File: src/rtl/ai_i2s_pkg.sv
// Shared types and defaults for the I2S transmit path.
// Sample width and resolution width here must agree with the I2S clock generator.
package ai_i2s_pkg;

  localparam int I2S_DATA_WIDTH = 32;
  localparam int I2S_RES_WIDTH  = 6;

  typedef enum logic {
    CH_LEFT  = 1'b0,
    CH_RIGHT = 1'b1
  } i2s_ch_e;

  typedef struct packed {
    logic [I2S_DATA_WIDTH-1:0] left;
    logic [I2S_DATA_WIDTH-1:0] right;
  } stereo_frame_t;

endpackage

File: src/rtl/ai_i2s_sync_fifo.sv
// Single-clock frame FIFO with a registered occupancy count and no write-to-read bypass.
// DEPTH must be a power of two so that the pointers wrap without extra logic.
module ai_i2s_sync_fifo #(
  parameter int WIDTH = 64,
  parameter int DEPTH = 4
) (
  input  logic                     clk,
  input  logic                     rst_n,
  input  logic                     push,
  input  logic                     pop,
  input  logic [WIDTH-1:0]         wdata,
  output logic [WIDTH-1:0]         rdata,
  output logic                     full,
  output logic                     empty,
  output logic [$clog2(DEPTH):0]   level
);

  localparam int AW = $clog2(DEPTH);
  localparam int LW = AW + 1;

  logic [WIDTH-1:0] mem_q [DEPTH];
  logic [WIDTH-1:0] mem_d [DEPTH];
  logic [AW-1:0]    wr_ptr_q, wr_ptr_d;
  logic [AW-1:0]    rd_ptr_q, rd_ptr_d;
  logic [LW-1:0]    count_q, count_d;
  logic             do_push_s, do_pop_s;

  assign full  = (count_q == LW'(DEPTH));
  assign empty = (count_q == LW'(0));
  assign level = count_q;
  assign rdata = mem_q[rd_ptr_q];

  // Next-state for storage, pointers and occupancy.
  always_comb begin
    do_push_s = push & ~full;
    do_pop_s  = pop & ~empty;
    mem_d     = mem_q;
    wr_ptr_d  = wr_ptr_q;
    rd_ptr_d  = rd_ptr_q;
    count_d   = count_q;
    if (do_push_s) begin
      mem_d[wr_ptr_q] = wdata;
      wr_ptr_d        = wr_ptr_q + AW'(1);
    end else begin
      wr_ptr_d = wr_ptr_q;
    end
    if (do_pop_s) begin
      rd_ptr_d = rd_ptr_q + AW'(1);
    end else begin
      rd_ptr_d = rd_ptr_q;
    end
    case ({do_push_s, do_pop_s})
      2'b10:   count_d = count_q + LW'(1);
      2'b01:   count_d = count_q - LW'(1);
      default: count_d = count_q;
    endcase
  end

  // State registers.
  always_ff @(posedge clk or negedge rst_n) begin
    if (!rst_n) begin
      for (int i = 0; i < DEPTH; i++) begin
        mem_q[i] <= '0;
      end
      wr_ptr_q <= '0;
      rd_ptr_q <= '0;
      count_q  <= '0;
    end else begin
      mem_q    <= mem_d;
      wr_ptr_q <= wr_ptr_d;
      rd_ptr_q <= rd_ptr_d;
      count_q  <= count_d;
    end
  end

endmodule

File: src/rtl/ai_i2s_tx_serializer.sv
// Master-mode I2S transmitter: buffers stereo frames and shifts them out MSB-first,
// one bit per SCK falling-edge strobe, with the standard one-SCK delay after each WS edge.
module ai_i2s_tx_serializer
  import ai_i2s_pkg::*;
#(
  parameter int DATA_WIDTH = I2S_DATA_WIDTH,
  parameter int RES_WIDTH  = I2S_RES_WIDTH,
  parameter int FIFO_DEPTH = 4
) (
  input  logic                          clk,
  input  logic                          rst_n,
  input  logic                          enable,
  input  logic [RES_WIDTH-1:0]          resolution,
  input  logic                          clk_en,
  input  logic                          ws_in,
  input  logic                          s_valid,
  output logic                          s_ready,
  input  logic [DATA_WIDTH-1:0]         s_left,
  input  logic [DATA_WIDTH-1:0]         s_right,
  input  logic                          underrun_clr,
  output logic                          i2s_sd,
  output logic                          underrun,
  output logic                          underrun_flag,
  output logic [$clog2(FIFO_DEPTH):0]   fifo_level
);

  localparam int FW = 2 * DATA_WIDTH;

  logic                  fifo_push_s;
  logic                  fifo_pop_s;
  logic [FW-1:0]         fifo_rdata_s;
  logic                  fifo_full_s;
  logic                  fifo_empty_s;

  i2s_ch_e               ws_q, ws_d;
  logic                  load_pend_q, load_pend_d;
  logic [DATA_WIDTH-1:0] shift_q, shift_d;
  logic [DATA_WIDTH-1:0] hold_q, hold_d;
  logic [RES_WIDTH-1:0]  bit_cnt_q, bit_cnt_d;
  logic                  sd_q, sd_d;
  logic                  underrun_q, underrun_d;
  logic                  underrun_flag_q, underrun_flag_d;
  logic                  ws_change_s;
  logic                  res_zero_s;

  assign s_ready     = ~fifo_full_s;
  assign fifo_push_s = s_valid & ~fifo_full_s;

  ai_i2s_sync_fifo #(
    .WIDTH (FW),
    .DEPTH (FIFO_DEPTH)
  ) u_fifo (
    .clk   (clk),
    .rst_n (rst_n),
    .push  (fifo_push_s),
    .pop   (fifo_pop_s),
    .wdata ({s_left, s_right}),
    .rdata (fifo_rdata_s),
    .full  (fifo_full_s),
    .empty (fifo_empty_s),
    .level (fifo_level)
  );

  // Slot controller: WS edge tracking, slot loads, bit shifting and underrun detection.
  always_comb begin
    ws_d            = ws_q;
    load_pend_d     = load_pend_q;
    shift_d         = shift_q;
    hold_d          = hold_q;
    bit_cnt_d       = bit_cnt_q;
    sd_d            = sd_q;
    underrun_d      = 1'b0;
    fifo_pop_s      = 1'b0;
    ws_change_s     = (ws_in != ws_q);
    res_zero_s      = (resolution == {RES_WIDTH{1'b0}});
    if (!enable) begin
      ws_d        = CH_LEFT;
      load_pend_d = 1'b0;
      shift_d     = '0;
      hold_d      = '0;
      bit_cnt_d   = '0;
      sd_d        = 1'b0;
    end else begin
      ws_d = i2s_ch_e'(ws_in);
      if (clk_en) begin
        // A WS change seen on this same strobe re-arms the load for the next strobe.
        load_pend_d = ws_change_s;
        if (res_zero_s) begin
          sd_d = 1'b0;
        end else if (load_pend_q) begin
          if (ws_q == CH_LEFT) begin
            if (!fifo_empty_s) begin
              fifo_pop_s = 1'b1;
              shift_d    = fifo_rdata_s[FW-1:DATA_WIDTH];
              hold_d     = fifo_rdata_s[DATA_WIDTH-1:0];
            end else begin
              shift_d    = '0;
              hold_d     = '0;
              underrun_d = 1'b1;
            end
          end else begin
            shift_d = hold_q;
          end
          sd_d      = shift_d[DATA_WIDTH-1];
          bit_cnt_d = RES_WIDTH'(1);
        end else if (bit_cnt_q < resolution) begin
          shift_d   = {shift_q[DATA_WIDTH-2:0], 1'b0};
          sd_d      = shift_d[DATA_WIDTH-1];
          bit_cnt_d = bit_cnt_q + RES_WIDTH'(1);
        end else begin
          sd_d = 1'b0;
        end
      end else begin
        load_pend_d = load_pend_q | ws_change_s;
      end
    end
    if (underrun_d) begin
      underrun_flag_d = 1'b1;
    end else if (underrun_clr) begin
      underrun_flag_d = 1'b0;
    end else begin
      underrun_flag_d = underrun_flag_q;
    end
  end

  // Serializer state and registered outputs.
  always_ff @(posedge clk or negedge rst_n) begin
    if (!rst_n) begin
      ws_q            <= CH_LEFT;
      load_pend_q     <= 1'b0;
      shift_q         <= '0;
      hold_q          <= '0;
      bit_cnt_q       <= '0;
      sd_q            <= 1'b0;
      underrun_q      <= 1'b0;
      underrun_flag_q <= 1'b0;
    end else begin
      ws_q            <= ws_d;
      load_pend_q     <= load_pend_d;
      shift_q         <= shift_d;
      hold_q          <= hold_d;
      bit_cnt_q       <= bit_cnt_d;
      sd_q            <= sd_d;
      underrun_q      <= underrun_d;
      underrun_flag_q <= underrun_flag_d;
    end
  end

  assign i2s_sd        = sd_q;
  assign underrun      = underrun_q;
  assign underrun_flag = underrun_flag_q;

endmodule

File: config.mk
export PLATFORM = sky130hd
export DESIGN_NAME = ai_i2s_tx_serializer
export DESIGN_NICKNAME = d
export VERILOG_FILES = /design/src/rtl/ai_i2s_pkg.sv /design/src/rtl/ai_i2s_sync_fifo.sv /design/src/rtl/ai_i2s_tx_serializer.sv
export SDC_FILE = /design/constraint.sdc
export NUM_CORES = 1
export LEC_CHECK = 0
export CAP_MARGIN = 20
export CORE_MARGIN = 3
export CORE_UTILIZATION = 40
export CTS_CLUSTER_DIAMETER = 120
export DETAILED_ROUTE_END_ITERATION = 7
export GPL_TIMING_DRIVEN = 1
export PLACE_DENSITY = 0.61
export SETUP_SLACK_MARGIN = 0.4
export SKIP_LAST_GASP = 1
export SYNTH_ARGS = -nofsm -noshare
export SYNTH_HDL_FRONTEND = slang
export SYNTH_HIERARCHICAL = 1
export SYNTH_SLANG_ARGS = --single-unit
File: constraint.sdc
create_clock -name clk -period 7.1 [get_ports clk]
set_clock_uncertainty 0.15 [all_clocks]
set_input_delay 1.42 -clock clk [delete_from_list [all_inputs] [get_ports clk]]
set_output_delay 1.42 -clock clk [all_outputs]
set_load 0.01 [all_outputs]
### After elaboration in Yosys (flattened, before gate mapping)

Cells that the tools add are included.

| operators by class | value |
|---|---|
| add/sub/neg operators | 5 |
| magnitude comparators | 4 |
| eq/ne operators | 9 |
| multiplexer cells | 47 |
| bitwise logic cells | 8 |
| reductions and logical operators | 7 |

Operators with widths:

| operator | count |
|---|---|
| bitwise mux 256 bit | 1 |
| two-way mux 32 bit | 8 |
| two-way mux 64 bit | 3 |
| two-way mux 31 bit | 5 |
| binary-select mux 64 bit (select 2 bit) | 1 |
| demux 64 bit (select 2 bit) | 1 |
| two-way mux 6 bit | 5 |
| two-way mux 1 bit | 22 |
| adder 6 x 1 -> 6 bit (second input constant) | 1 |
| >= comparator 3 bit (second input constant) | 2 |
| zero test 6 bit | 1 |
| < comparator 6 bit | 1 |
| NOT 2 -> 3 bit | 2 |
| case mux 3 bit (2 select lines) | 1 |
| adder 2 x 1 -> 2 bit (second input constant) | 2 |
| inequality test 2 x 1 -> 1 bit (second input constant) | 2 |
| inequality test 2 bit (second input constant) | 2 |
| AND reduction 4 bit | 1 |
| nonzero test 2 bit | 2 |
| adder 3 x 1 -> 3 bit (second input constant) | 1 |
| bitwise AND 1 bit | 3 |
| equality test 3 bit (second input constant) | 1 |
| zero test 3 bit | 1 |
| < comparator 3 x 1 -> 1 bit (second input constant) | 1 |
| 9 further kinds | 10 |

| storage, ports and cells | value |
|---|---|
| register bits | 337 |
| output and inout port bits | 7 |
| word-level logic and storage cells | 95 |

### Longest topological paths before layout

| depth | value |
|---|---|
| word-level depth | 10 |
| gate-level depth with buffers | 13 |
| depth with buffers taken out | 11 |

### Cells and area by module

The synthesis kept the hierarchy.

By module, submodules not included:

| module | times used | cells each | area an instance (um^2) | sequential area each (um^2) |
|---|---|---|---|---|
| ai_i2s_sync_fifo | 1 | 654 | 11539.8 | 6581.3 |
| ai_i2s_tx_serializer | 1 | 454 | 4090.2 | 1851.8 |

### Worst setup path before layout

No wires, ideal clock.

| timing path | value |
|---|---|
| path kind | input to register |
| start | input resolution[4] |
| end | register u_fifo.count_q[2], in the netlist u_fifo/level[2] |
| arrival | 3550 ps |
| data required time | 6822 ps |
| setup slack | 3271 ps |
| stages | 13 |
| cell sequence | or4_4 o31ai_4 or3_1 buf_4 buf_6 nor3_1 o31a_1 ha_1 inv_1 fa_1 xor2_1 nor2_1 xor2_1 |

| between the ends | value |
|---|---|
| longest elaborated chain between the ends | 7 |
| elaborated cells on any way between the ends | 9 |
| those cells by class | eq/ne: 2; mux: 4; bitwise: 1; reduce/logical: 2 |

RTL lines:

| what | RTL line | text |
|---|---|---|
| start: declaration | ai_i2s_tx_serializer.sv:13 | `input logic [RES_WIDTH-1:0] resolution,` |
| zero test 6 bit (*) | ai_i2s_tx_serializer.sv:75 | `res_zero_s = (resolution == {RES_WIDTH{1'b0}});` |
| two-way mux 1 bit (*) | ai_i2s_tx_serializer.sv:88 | `if (res_zero_s) begin` |
| two-way mux 1 bit (*) | ai_i2s_tx_serializer.sv:85 | `if (clk_en) begin` |
| two-way mux 1 bit (*) | ai_i2s_tx_serializer.sv:76 | `if (!enable) begin` |
| named net fifo_pop_s | ai_i2s_tx_serializer.sv:30 | `logic fifo_pop_s;` |
| bitwise AND 1 bit (*) | ai_i2s_sync_fifo.sv:36 | `do_pop_s = pop & ~empty;` |
| named net u_fifo.do_pop_s | ai_i2s_sync_fifo.sv:26 | `logic do_push_s, do_pop_s;` |
| equality test 2 x 1 -> 1 bit / equality test 2 bit (equally long branches) | ai_i2s_sync_fifo.sv:52 | `case ({do_push_s, do_pop_s})` |
| case mux 3 bit (2 select lines) / nonzero test 2 bit (equally long branches) | n/a |  |
| end signal: assignment | ai_i2s_sync_fifo.sv:72 | `count_q <= count_d;` |
| end: declaration | ai_i2s_sync_fifo.sv:25 | `logic [LW-1:0] count_q, count_d;` |

Mark *: on every way through the listed nets, which the timed path passes. The rest lies on a longest branch.
A chain may end at the register's enable or synchronous reset.

### Worst setup path in the final report

Same ends and word-level chain as after synthesis.

==> flow_metrics.env <==
export IMPL_status="completed"
export IMPL_syn_instance_count=1108
export IMPL_synthFlopType="dfrtp_1"
export IMPL_criticalPathCategory="in -> reg"
export IMPL_finalSetupViolCount=0
export IMPL_synth_cell_area_um2=15600
export IMPL_io_pins=84
export IMPL_placed_area_um2=16700
export IMPL_area_delta_synth_final_pct=14.4
export IMPL_cts_buffers=38
export IMPL_postRouteAntennaNets=0
export IMPL_core_um2=38100
export IMPL_async_flop_share=1.00
export IMPL_die_w_um=204
export IMPL_slew_headroom=0.305
export IMPL_synth_edff_count=0
export IMPL_grtUsageMet2=0.267
export IMPL_wire_per_inst_um=20.4
export IMPL_via_per_inst=5.57
export IMPL_num_antenna_cells=0
export IMPL_grt_usage=0.170
export IMPL_p_per_area_nw_per_um2=437
export IMPL_rsz0062_at_grt="false"
export IMPL_yosysWarnings=6
export IMPL_die_h_um=204
export IMPL_seqCellArea_um2=8440
export IMPL_synth_seq_cells=337
export IMPL_hp_class="reg -> reg"
export IMPL_hold_buffers=0
export IMPL_fin_cells=1706
export IMPL_placed_cells=1639
export IMPL_grt_ovfl_total=0
export IMPL_grt_util_met1=0.254
export IMPL_grt_first_pass_wirelength_um=56600
export IMPL_ys_seq_area_frac=0.540
export IMPL_cp_max_fo=41
export IMPL_dr_pass1_iters=5
export IMPL_finalCritPeriodShare=0.612
export IMPL_postCtsSetupBuffers=0
export IMPL_clock_root_buffer="clkbuf_16"
export IMPL_clock_latency_ns=0.51
export IMPL_drc=0
export IMPL_initial_core_util=0.410
export IMPL_layout_nets=1257
export IMPL_path_clk_slew_ns=0.05
export IMPL_cts_resized_gates=0
export IMPL_die_area_um2=41500
export IMPL_endpoint_kind="flop"
export IMPL_numPortBuffers=83
export IMPL_grt_busiest_layer="met2"
export IMPL_p_seq_frac=0.426
export IMPL_power_total_mw=7.82
export IMPL_rows=71
export IMPL_cts_sinks=337
export IMPL_peakVddDrop_uv=198
export IMPL_p_clk_frac=0.233
export IMPL_fin_setup_tns_ns=0
export IMPL_synth_cell_type_count=53
export IMPL_r2r_slack_ns=3.88
export IMPL_gp_congestion=0.746
export IMPL_routed_wl_um=34700
export IMPL_maxSlewViolCount=0
export IMPL_drt_initial_drc_count=712
export IMPL_grt_pass1_vias=9762
export IMPL_place_hpwl_um=21400
export IMPL_cts_tree="done"
export IMPL_met3_usage=0.0292
export IMPL_finalHoldViolCount=0
export IMPL_syn_num_nets=1197
export IMPL_required_ns=7.34
export IMPL_cts_buffer_depth=3
export IMPL_n_fill_cell=3383
export IMPL_final_area_um2=17900
export IMPL_drive_gt1_frac=0.343
export IMPL_switching_share=0.303
export IMPL_startpoint_type="input port"
export IMPL_synth_avg_cell_area_um2=14.1
export IMPL_leakage_nw=7.47
export IMPL_finalCriticalPeriod_ns=4.35
export IMPL_via_count=9509
export IMPL_utilization=0.469
export IMPL_grt_max_degree=127
export IMPL_critPathArrivalTime_ns=4.59
export IMPL_power_internal_mw=5.45
export IMPL_antenna_found_initial=0
export IMPL_max_freq_mhz=230
export IMPL_power_frac_comb=0.341
export IMPL_cts_max_level=2
export IMPL_multi_input_area_um2=6570
export IMPL_p_switching_mw=2.37
export IMPL_maxCapViolCount=0
export IMPL_tightest_slew_ns=1.04
cell type report:
class,instances,area share
Clock buffer,59,0.0621
Clock inverter,8,0.00259
Inverter,17,0.00357
Multi-Input combinational cell,670,0.368
Sequential cell,337,0.472
Tap cell,511,0.0357
Timing Repair Buffer,104,0.0567
per-stage QoR:
| step | setup slack [ns] | hold WS (ns) |
|---|---|---|
| after floorplan | 3.27 | 0.318 |
| after global placement | 2.24 | 0.333 |
| after detailed placement | 2.24 | 0.338 |
| after CTS | 2.77 | 0.353 |
| after global routing | 2.57 | 0.361 |
| final | 2.75 | 0.350 |
synth_stat cells, drive strengths merged (2+ instances only):
cell	n	area [µm²]
nand3	68	340
nor2	10	47.5
nand2b	4	25.0
a21oi	39	195
o31ai	2	28.8
a21o	3	22.5
dfrtp	337	8430
o211ai	31	233
o22ai	2	12.5
buf	30	195
o311ai	2	17.5
and2	4	25.0
and3	30	188
xnor2	4	35.0
or3	2	12.5
xor2	3	26.3
clkbuf	54	407
nor3	4	20.0
o31a	4	35.0
nand2	46	173
a221o	29	290
o21ai	32	160
inv	16	60.1
or4	3	26.3
ha	11	138
mux4	64	1440
mux2	257	2890
path summary, 6_finish.rpt:
kind                                            endpoint                          start  cells after the start
min in group asynchronous   u_fifo/mem_q[71]$_DFFE_PN0P_                          rst_n                      1
max in group asynchronous  u_fifo/mem_q[241]$_DFFE_PN0P_                          rst_n                      2
min reg2reg                u_fifo/mem_q[147]$_DFFE_PN0P_  u_fifo/mem_q[147]$_DFFE_PN0P_                      1
max reg2reg                 u_fifo/mem_q[86]$_DFFE_PN0P_    u_fifo/level[2]$_DFFE_PN0P_                      6
min                        u_fifo/mem_q[147]$_DFFE_PN0P_  u_fifo/mem_q[147]$_DFFE_PN0P_                      1
max                          u_fifo/level[2]$_DFFE_PN0P_                  resolution[4]                     14
cell families after synthesis:
family,Yosys count,synth area share
compound gates,151,0.0674
xor+xnor,7,0.00392
fa+ha+maj,12,0.0101
buf+inv,101,0.0426
flops,337,0.540
mux,322,0.278
simple gates,178,0.0584
power groups by stage:
stage	combinational, mW	clock [mW]	sequential [mW]
floorplan	2.18	0	3.13
global placement	2.65	0	3.33
detailed placement	2.70	0	3.37
CTS	2.71	1.87	3.34
global route	2.88	1.95	3.45
finish	2.67	1.82	3.33
sequential cells by signal (all words and copies together), names as in the netlist:
name,count
bit_cnt_q,6
hold_q,32
i2s_sd,1
load_pend_q,1
shift_q,31
u_fifo/level,3
u_fifo/mem_q,256
u_fifo/rd_ptr_q,2
u_fifo/wr_ptr_q,2
underrun,1
underrun_flag,1
ws_q,1
per-layer routing:
layer	vias to the layer above	part of all wire
met5	-	0
met4	0	0.011
met3	31	0.045
met2	173	0.46
met1	5049	0.48
li1	4256	-
placed cells by master, fill, tap and decap left out, types with 3 or more instances in the layout:
| cell | instances |
|---|---|
| dfrtp_1 | 335 |
| mux2_2 | 257 |
| clkdlybuf4s50_1 | 81 |
| nand3_1 | 68 |
| mux4_2 | 64 |
| nand2_1 | 46 |
| clkbuf_16 | 39 |
| a21oi_1 | 38 |
| o211ai_1 | 31 |
| o21ai_0 | 30 |
| and3_1 | 30 |
| a221o_1 | 29 |
| buf_4 | 19 |
| inv_1 | 16 |
| clkbuf_1 | 14 |
| ha_1 | 11 |
| clkinv_2 | 6 |
| clkbuf_8 | 6 |
| nor2_1 | 4 |
| nand2b_1 | 4 |
| xnor2_1 | 4 |
| and2_1 | 4 |
| nor3_1 | 4 |
| o31a_1 | 4 |
| nor2_4 | 4 |
| a21o_1 | 3 |
| xor2_1 | 3 |
worst max-delay path: stages:
cell and delay (ns):
clkdlybuf4s50_1 0.42, or4_4 0.57, o31ai_4 0.18, buf_4 0.40, or3_1 0.17, buf_4 0.34, nor3_1 0.08, o31a_1 0.17
ha_1 0.22, inv_1 0.07, fa_1 0.17, xor2_1 0.15, nor2_1 0.06, xor2_1 0.13
No activity file was read; power rests on OpenSTA's default activity.
